### src/rtl/fetch_stage.sv
// rtl/fetch_stage.sv - RV64 instruction-fetch stage: PC, next-PC mux, IF/ID register, halt drain
//
// Purpose:
//   Owns the fetch PC and the IF/ID pipeline register. It selects the next PC from a
//   branch redirect, a stall hold, or sequential PC+4. It also watches for the all-zero
//   halt word. When it sees one, it feeds bubbles for DRAIN_CYCLES edges so the older
//   instructions can retire, then raises a sticky end_program.
//
// Ports:
//   clk, reset         clock; synchronous active-high reset
//   stall              load-use stall from the hazard unit (hold PC and IF/ID)
//   flush              taken branch resolved downstream (redirect PC, squash IF/ID)
//   branch_target      redirect address, used when flush=1
//   imem_addr          instruction memory byte address (= pc_current)
//   imem_rdata         combinational instruction word at imem_addr
//   pc_current         current fetch PC
//   instruction        imem_rdata passthrough for trace
//   if_id_pc/instr     IF/ID register contents
//   if_id_valid        1 = real instruction, 0 = bubble
//   end_program        sticky; program finished and pipeline drained
//   perf_*             (only with FETCH_PERF_EN) saturating 32-bit event counters
//
// Optional feature: define FETCH_PERF_EN to add perf_cycles, perf_fetched,
// perf_stalls and perf_flushes.
module fetch_stage #(
  parameter int               XLEN         = 64,
  parameter logic [XLEN-1:0]  RESET_PC     = '0,
  parameter int               DRAIN_CYCLES = 4,
  parameter logic [31:0]      NOP_WORD     = 32'h00000013
) (
  input  logic            clk,
  input  logic            reset,
  input  logic            stall,
  input  logic            flush,
  input  logic [XLEN-1:0] branch_target,
  output logic [XLEN-1:0] imem_addr,
  input  logic [31:0]     imem_rdata,
  output logic [XLEN-1:0] pc_current,
  output logic [31:0]     instruction,
  output logic [XLEN-1:0] if_id_pc,
  output logic [31:0]     if_id_instr,
  output logic            if_id_valid,
`ifdef FETCH_PERF_EN
  output logic [31:0]     perf_cycles,
  output logic [31:0]     perf_fetched,
  output logic [31:0]     perf_stalls,
  output logic [31:0]     perf_flushes,
`endif
  output logic            end_program
);

  // The counter only ever holds DRAIN_CYCLES-1 down to 0.
  localparam int CNT_W = (DRAIN_CYCLES > 1) ? $clog2(DRAIN_CYCLES) : 1;

  typedef enum logic [1:0] {RUN, DRAIN, HALTED} state_t;

  state_t            state_q, state_d;
  logic [CNT_W-1:0]  cnt_q, cnt_d;
  logic [XLEN-1:0]   pc_q, pc_d;
  logic [XLEN-1:0]   if_id_pc_q, if_id_pc_d;
  logic [31:0]       if_id_instr_q, if_id_instr_d;
  logic              if_id_valid_q, if_id_valid_d;
  logic              end_q, end_d;

  always_ff @(posedge clk) begin
    if (reset) begin
      state_q       <= RUN;
      cnt_q         <= '0;
      pc_q          <= RESET_PC;
      if_id_pc_q    <= '0;
      if_id_instr_q <= NOP_WORD;
      if_id_valid_q <= 1'b0;
      end_q         <= 1'b0;
    end else begin
      state_q       <= state_d;
      cnt_q         <= cnt_d;
      pc_q          <= pc_d;
      if_id_pc_q    <= if_id_pc_d;
      if_id_instr_q <= if_id_instr_d;
      if_id_valid_q <= if_id_valid_d;
      end_q         <= end_d;
    end
  end

  // Bubbles change only the instruction and valid bit. if_id_pc keeps its old value
  // because decode ignores it when valid is low.
  always_comb begin
    state_d       = state_q;
    cnt_d         = cnt_q;
    pc_d          = pc_q;
    if_id_pc_d    = if_id_pc_q;
    if_id_instr_d = if_id_instr_q;
    if_id_valid_d = if_id_valid_q;
    end_d         = end_q;
    case (state_q)
      RUN: begin
        if (flush) begin
          // A redirect beats a stall. The word fetched this cycle is on the wrong path.
          pc_d          = branch_target;
          if_id_instr_d = NOP_WORD;
          if_id_valid_d = 1'b0;
        end else if (stall) begin
          // Hold everything.
        end else if (imem_rdata == 32'h0) begin
          if_id_instr_d = NOP_WORD;
          if_id_valid_d = 1'b0;
          cnt_d         = CNT_W'(DRAIN_CYCLES - 1);
          state_d       = DRAIN;
        end else begin
          pc_d          = pc_q + XLEN'(4);
          if_id_pc_d    = pc_q;
          if_id_instr_d = imem_rdata;
          if_id_valid_d = 1'b1;
        end
      end
      DRAIN: begin
        if_id_instr_d = NOP_WORD;
        if_id_valid_d = 1'b0;
        if (flush) begin
          // An older branch was taken, so the halt word was speculative. Resume fetching.
          pc_d    = branch_target;
          cnt_d   = '0;
          state_d = RUN;
        end else if (cnt_q == '0) begin
          end_d   = 1'b1;
          state_d = HALTED;
        end else begin
          cnt_d = cnt_q - CNT_W'(1);
        end
      end
      HALTED: begin
        // Frozen until reset.
      end
      default: begin
        state_d = RUN;
      end
    endcase
  end

  assign imem_addr   = pc_q;
  assign pc_current  = pc_q;
  assign instruction = imem_rdata;
  assign if_id_pc    = if_id_pc_q;
  assign if_id_instr = if_id_instr_q;
  assign if_id_valid = if_id_valid_q;
  assign end_program = end_q;

`ifdef FETCH_PERF_EN
  logic inc_cycle, inc_fetch, inc_stall, inc_flush;

  assign inc_cycle = (state_q != HALTED);
  assign inc_fetch = (state_q == RUN) && !flush && !stall && (imem_rdata != 32'h0);
  assign inc_stall = (state_q == RUN) && !flush && stall;
  assign inc_flush = (state_q != HALTED) && flush;

  always_ff @(posedge clk) begin
    if (reset) begin
      perf_cycles  <= '0;
      perf_fetched <= '0;
      perf_stalls  <= '0;
      perf_flushes <= '0;
    end else begin
      if (inc_cycle && (perf_cycles  != '1)) perf_cycles  <= perf_cycles  + 32'd1;
      if (inc_fetch && (perf_fetched != '1)) perf_fetched <= perf_fetched + 32'd1;
      if (inc_stall && (perf_stalls  != '1)) perf_stalls  <= perf_stalls  + 32'd1;
      if (inc_flush && (perf_flushes != '1)) perf_flushes <= perf_flushes + 32'd1;
    end
  end
`endif

endmodule

### config.mk
export PLATFORM = sky130hd
export DESIGN_NAME = fetch_stage
export DESIGN_NICKNAME = d
export VERILOG_FILES = /design/src/rtl/fetch_stage.sv
export SDC_FILE = /design/constraint.sdc
export NUM_CORES = 1
export LEC_CHECK = 0
export ABC_CLOCK_PERIOD_IN_PS = 2900
export BUFFER_PORTS_ARGS = -buffer_cell sky130_fd_sc_hd__buf_2
export CAP_MARGIN = 20
export CORE_AREA = 2 2 149 151
export CTS_CLUSTER_DIAMETER = 80
export DETAILED_ROUTE_END_ITERATION = 16
export DIE_AREA = 0 0 151 153
export PLACE_DENSITY = 0.75
export SYNTH_ARGS = -nofsm -noshare
export SYNTH_HDL_FRONTEND = slang
export SYNTH_SLANG_ARGS = --single-unit
### constraint.sdc
create_clock -name clk -period 2.9 [get_ports clk]
set_input_delay 0.58 -clock clk [delete_from_list [all_inputs] [get_ports clk]]
set_output_delay 0.58 -clock clk [all_outputs]
set_load 0.01 [all_outputs]
==> flow_summary.html <==
<table>
<tr><th>Metric</th><th>Value</th></tr>
<tr><th colspan="2">Status</th></tr>
<tr><td>Run status</td><td>finished clean</td></tr>
<tr><th colspan="2">Power and ir drop</th></tr>
<tr><td>Share of total power consumed by net switching</td><td>between 20% and 30%</td></tr>
<tr><td>Sequential share of power</td><td>between 40 and 50%</td></tr>
<tr><td>Clock Power Share</td><td>roughly two fifths</td></tr>
<tr><td>Internal</td><td>~3.9 mW</td></tr>
<tr><td>Share of total power in combinational logic</td><td>between 10 and 15%</td></tr>
<tr><td>Total Power Consumption</td><td>between 5 and 6 mW</td></tr>
<tr><td>Switching power total</td><td>between 1.5 and 2 mW</td></tr>
<tr><td>LEAKAGE</td><td>about 4.6 nW</td></tr>
<tr><td>Power Dens Cells</td><td>~530 mW/mm^2</td></tr>
<tr><td>Worst-case vdd ir drop</td><td>0.0003717 V</td></tr>
<tr><th colspan="2">Final layout</th></tr>
<tr><td>Area growth from synthesis to final layout</td><td>23.51%</td></tr>
<tr><td>Most frequent standard cell in the layout excluding fill and tap cells</td><td>sky130_fd_sc_hd__buf_2</td></tr>
<tr><td>Net count reported at finish</td><td>around 1,500</td></tr>
<tr><td>Count of filler cells inserted in the layout</td><td>between 2,000 and 2,500</td></tr>
<tr><td>Combined area of the multi-input logic cells</td><td>0.004115 mm^2</td></tr>
<tr><td>Most used cells in the layout excluding fill and tap cells</td><td>sky130_fd_sc_hd__buf_2 (356), sky130_fd_sc_hd__nand2_1 (220), sky130_fd_sc_hd__dfxtp_1 (166), sky130_fd_sc_hd__a21oi_1 (131), sky130_fd_sc_hd__nor2_1 (81)</td></tr>
<tr><td>Layout cells sized above 1</td><td>between 30% and 40%</td></tr>
<tr><td>Sequential cell area</td><td>0.003323 mm^2</td></tr>
<tr><td>Final non-filler cell area</td><td>around 0.010 mm^2</td></tr>
<tr><th colspan="2">Die</th></tr>
<tr><td>Die ar.</td><td>approximately 0.023 mm^2</td></tr>
<tr><td>Core area</td><td>between 0.02 and 0.025 mm^2</td></tr>
<tr><td>Starting Density</td><td>between 30% and 40%</td></tr>
<tr><td>Die boundary height</td><td>153 um</td></tr>
<tr><td>Number of primary I/O pins</td><td>around 360</td></tr>
<tr><td>Die outline width</td><td>approximately 150 um</td></tr>
<tr><td>Number of standard-cell rows in the floorplan</td><td>54</td></tr>
<tr><th colspan="2">Worst setup path</th></tr>
<tr><td>Capturing element type of the critical path</td><td>flip-flop</td></tr>
<tr><td>Worst path buffer plus inverter count</td><td>0</td></tr>
<tr><td>Slowest cell on the critical path</td><td>sky130_fd_sc_hd__dfxtp_1</td></tr>
<tr><td>Dominant delay contributor by cell family on the critical path</td><td>simple AND/OR/NAND/NOR gates</td></tr>
<tr><td>Data required time of the critical path</td><td>between 3 and 4 ns</td></tr>
<tr><td>Type of the worst setup path</td><td>reg2reg</td></tr>
<tr><td>Data arrival time of the critical path</td><td>just under 3 ns</td></tr>
<tr><td>Maximum fanout count along the critical path</td><td>10</td></tr>
<tr><td>Type of origin of the critical path</td><td>flip-flop</td></tr>
<tr><td>Critical Path, Cell by Cell</td><td>nand3_1 &gt; nor3_2 &gt; nand4_1 &gt; or3_1 &gt; o21ai_0 &gt; a211oi_1</td></tr>
<tr><td>Slowest cell delay on critical path</td><td>0.57 ns</td></tr>
<tr><th colspan="2">Timing</th></tr>
<tr><td>Slew HR</td><td>about a third</td></tr>
<tr><td>Final worst slack</td><td>between 0.2 and 0.25 ns</td></tr>
<tr><td>Setup tns final</td><td>0 ns</td></tr>
<tr><td>Worst slack on hold paths</td><td>slightly below 0.4 ns</td></tr>
<tr><td>Least-Margin Pin Slew</td><td>between 1 and 1.5 ns</td></tr>
<tr><td>Post-Route Skew</td><td>between 0.01 and 0.015 ns</td></tr>
<tr><td>Minimum period implied by the final worst setup slack</td><td>2.660 ns</td></tr>
<tr><td>FMAX</td><td>about 0.38 GHz</td></tr>
<tr><td>Pins Over Slew Limit</td><td>0</td></tr>
<tr><td>Final hold vios</td><td>0</td></tr>
<tr><td>Unrepaired setup endpoints after global routing</td><td>false</td></tr>
<tr><td>Final number of setup-violating endpoints</td><td>0</td></tr>
<tr><td>Post-route fraction of the period consumed by the critical path</td><td>between 90% and 100%</td></tr>
<tr><th colspan="2">CTS</th></tr>
<tr><td>Num Clock Sinks</td><td>about 170</td></tr>
<tr><td>Number of buffers inserted by post-CTS setup repair</td><td>0</td></tr>
<tr><td>CTS-repair resized insts</td><td>0</td></tr>
<tr><td>H-Tree Depth</td><td>4</td></tr>
<tr><td>Clk_lat worst skew</td><td>0.43 ns</td></tr>
<tr><td>Buffer levels on the longest clock path</td><td>2</td></tr>
<tr><td>Hold buffer count at cts</td><td>0</td></tr>
<tr><td>CTS Buf Count</td><td>17</td></tr>
<tr><td>TritonCTS clock tree</td><td>built</td></tr>
<tr><td>Clk Tree Root Cell</td><td>sky130_fd_sc_hd__clkbuf_16</td></tr>
<tr><td>CTS clk-pin slew, worst paths</td><td>approximately 0.07 ns</td></tr>
<tr><th colspan="2">Drt</th></tr>
<tr><td>Ratio of routed vias to standard cells</td><td>between 5 and 6</td></tr>
<tr><td>Routed length per placed instance</td><td>between 15 and 20 um</td></tr>
<tr><td>Iter 0 DRT Violations</td><td>610</td></tr>
<tr><td>Via Count</td><td>just under 9,000</td></tr>
<tr><td>Antenna-violating nets left</td><td>0</td></tr>
<tr><td>Total wire length after detailed routing</td><td>around 29,000 um</td></tr>
<tr><td>Router iterations before antenna repair</td><td>5</td></tr>
<tr><td>Final routed DRC violation total</td><td>0</td></tr>
<tr><th colspan="2">GRT</th></tr>
<tr><td>Sum of overflow across all layers after global routing</td><td>0</td></tr>
<tr><td>Maximum number of pins on one net before global-route repair</td><td>94</td></tr>
<tr><td>Number of antenna violations at the first check in global routing</td><td>4</td></tr>
<tr><td>GRT Resource Usage Total</td><td>24.52%</td></tr>
<tr><td>Number of global-route vias before repair</td><td>a little over 8,000</td></tr>
<tr><td>First-pass GRT wire length</td><td>about 45,000 um</td></tr>
<tr><th colspan="2">Synth</th></tr>
<tr><td>Share of synthesized area occupied by flip-flops and latches</td><td>slightly below 40%</td></tr>
<tr><td>Total number of yosys warnings</td><td>0</td></tr>
<tr><td>Async S/R FF share, synth</td><td>0%</td></tr>
<tr><td>Post-synth design cell area</td><td>0.008494 mm^2</td></tr>
<tr><td>Avg Synthesized Cell Area</td><td>7.598 um^2</td></tr>
<tr><td>Main synth FF type</td><td>sky130_fd_sc_hd__dfxtp_1</td></tr>
<tr><td>Net count of the mapped netlist</td><td>between 1,000 and 1,500</td></tr>
<tr><td>Distinct cell type count after synthesis</td><td>between 60 and 70</td></tr>
<tr><td>Number of synthesized register bits</td><td>~170</td></tr>
<tr><td>Number of synthesized flops with an enable pin</td><td>0</td></tr>
<tr><td>Cell count after synthesis</td><td>1,118</td></tr>
<tr><th colspan="2">Place</th></tr>
<tr><td>GPL Wtd Cong</td><td>around 0.9</td></tr>
<tr><td># port buffers</td><td>around 360</td></tr>
<tr><td>Placed cell areas</td><td>around 0.0099 mm^2</td></tr>
<tr><td>Post-Place Worst Slack</td><td>0.1209 ns</td></tr>
<tr><td>HPWL after detailed placement</td><td>approximately 21,000 um</td></tr>
<tr><th colspan="2">Run</th></tr>
<tr><td># Max-Cap Violations</td><td>0</td></tr>
<tr><th colspan="2">Min path</th></tr>
<tr><td>Tightest Hold Check Type</td><td>in2reg</td></tr>
</table>
registers in the layout, summed over array words and instances (netlist names):
name,flops
cnt_q,2
if_id_instr,32
if_id_pc,64
end_program,1
imem_addr,64
state_q,2
if_id_valid,1
cell type report:
| type | count | area share, % |
|---|---|---|
| clock inverters | 11 | 0.9660 |
| flip-flops and latches | 166 | 31.68 |
| repair buffers | 387 | 19.80 |
| diodes | 3 | 0.07156 |
| well taps | 280 | 3.339 |
| clock buffers | 21 | 4.389 |
| multi-input cells | 763 | 39.22 |
| inverters | 15 | 0.5367 |
per-stage QoR:
step	cells	util, %
final	1646	48.83
after global routing	1645	48.82
after CTS	1643	48.79
after detailed placement	1611	46.18
after global placement	1611	46.18
after floorplan	1118	-
cell usage after synthesis, types with 7 or more instances:
cell / instances / area, um^2
sky130_fd_sc_hd__nand3_1: 30 / 150.1
sky130_fd_sc_hd__nor2_1: 82 / 307.8
sky130_fd_sc_hd__buf_4: 96 / 720.7
sky130_fd_sc_hd__a22oi_1: 29 / 217.7
sky130_fd_sc_hd__and2_1: 7 / 43.79
sky130_fd_sc_hd__o32ai_1: 7 / 61.31
sky130_fd_sc_hd__dfxtp_1: 166 / 3323
sky130_fd_sc_hd__nand2_1: 221 / 829.6
sky130_fd_sc_hd__nor3_1: 10 / 50.05
sky130_fd_sc_hd__a211oi_1: 16 / 120.1
sky130_fd_sc_hd__clkbuf_1: 60 / 225.2
sky130_fd_sc_hd__or3_1: 7 / 43.79
sky130_fd_sc_hd__and3_1: 10 / 62.56
sky130_fd_sc_hd__buf_2: 10 / 50.05
sky130_fd_sc_hd__a32o_1: 7 / 70.07
sky130_fd_sc_hd__nand4_1: 22 / 137.6
sky130_fd_sc_hd__inv_1: 15 / 56.30
sky130_fd_sc_hd__a21oi_1: 131 / 655.6
sky130_fd_sc_hd__nor4_1: 21 / 131.4
sky130_fd_sc_hd__o21ai_0: 62 / 310.3
sky130_fd_sc_hd__o31ai_1: 18 / 135.1
worst min-delay path: cells and delay by family:
family	cells	cell delay (ns)
multiplexers	1	0.05
AND/OR/NAND/NOR	1	0.07
buffers and inverters	1	0.08
metal layers:
layer | vias to the layer above | wire length (um) | GRT usage, %
met5 | - | 13 | 0
met4 | 2 | 763 | 8.812
met3 | 47 | 2108 | 5.552
met2 | 394 | 14050 | 41.04
met1 | 4176 | 12190 | 30.81
li1 | 4306 | - | -
cell families after synthesis:
group / share of synthesized area (%)
muxes: 0.5892
DFF: 39.12
adders and majority gates: 0.2945
and+or+nand+nor: 24.57
AOI/OAI and AO/OA: 22.65
buffers and inverters: 12.77
power groups by stage:
stage / sequential, mW / combinational, mW / clock [mW]
floorplan: 2.57 / 0.470 / 0
global route: 2.52 / 0.866 / 2.35
finish: 2.51 / 0.790 / 2.24
CTS: 2.51 / 0.794 / 2.27
detailed placement: 2.56 / 0.792 / 0
global placement: 2.55 / 0.782 / 0
final timing paths:
check                    from             to  slack [ns]  depth (start not counted)
max              imem_addr[5]  imem_addr[54]        0.24                          6
max reg2reg      imem_addr[5]  imem_addr[54]        0.24                          6
min reg2reg      if_id_pc[40]   if_id_pc[40]        0.45                          2
min          branch_target[0]   imem_addr[0]        0.39                          3
No activity file was read; power rests on OpenSTA's default activity.
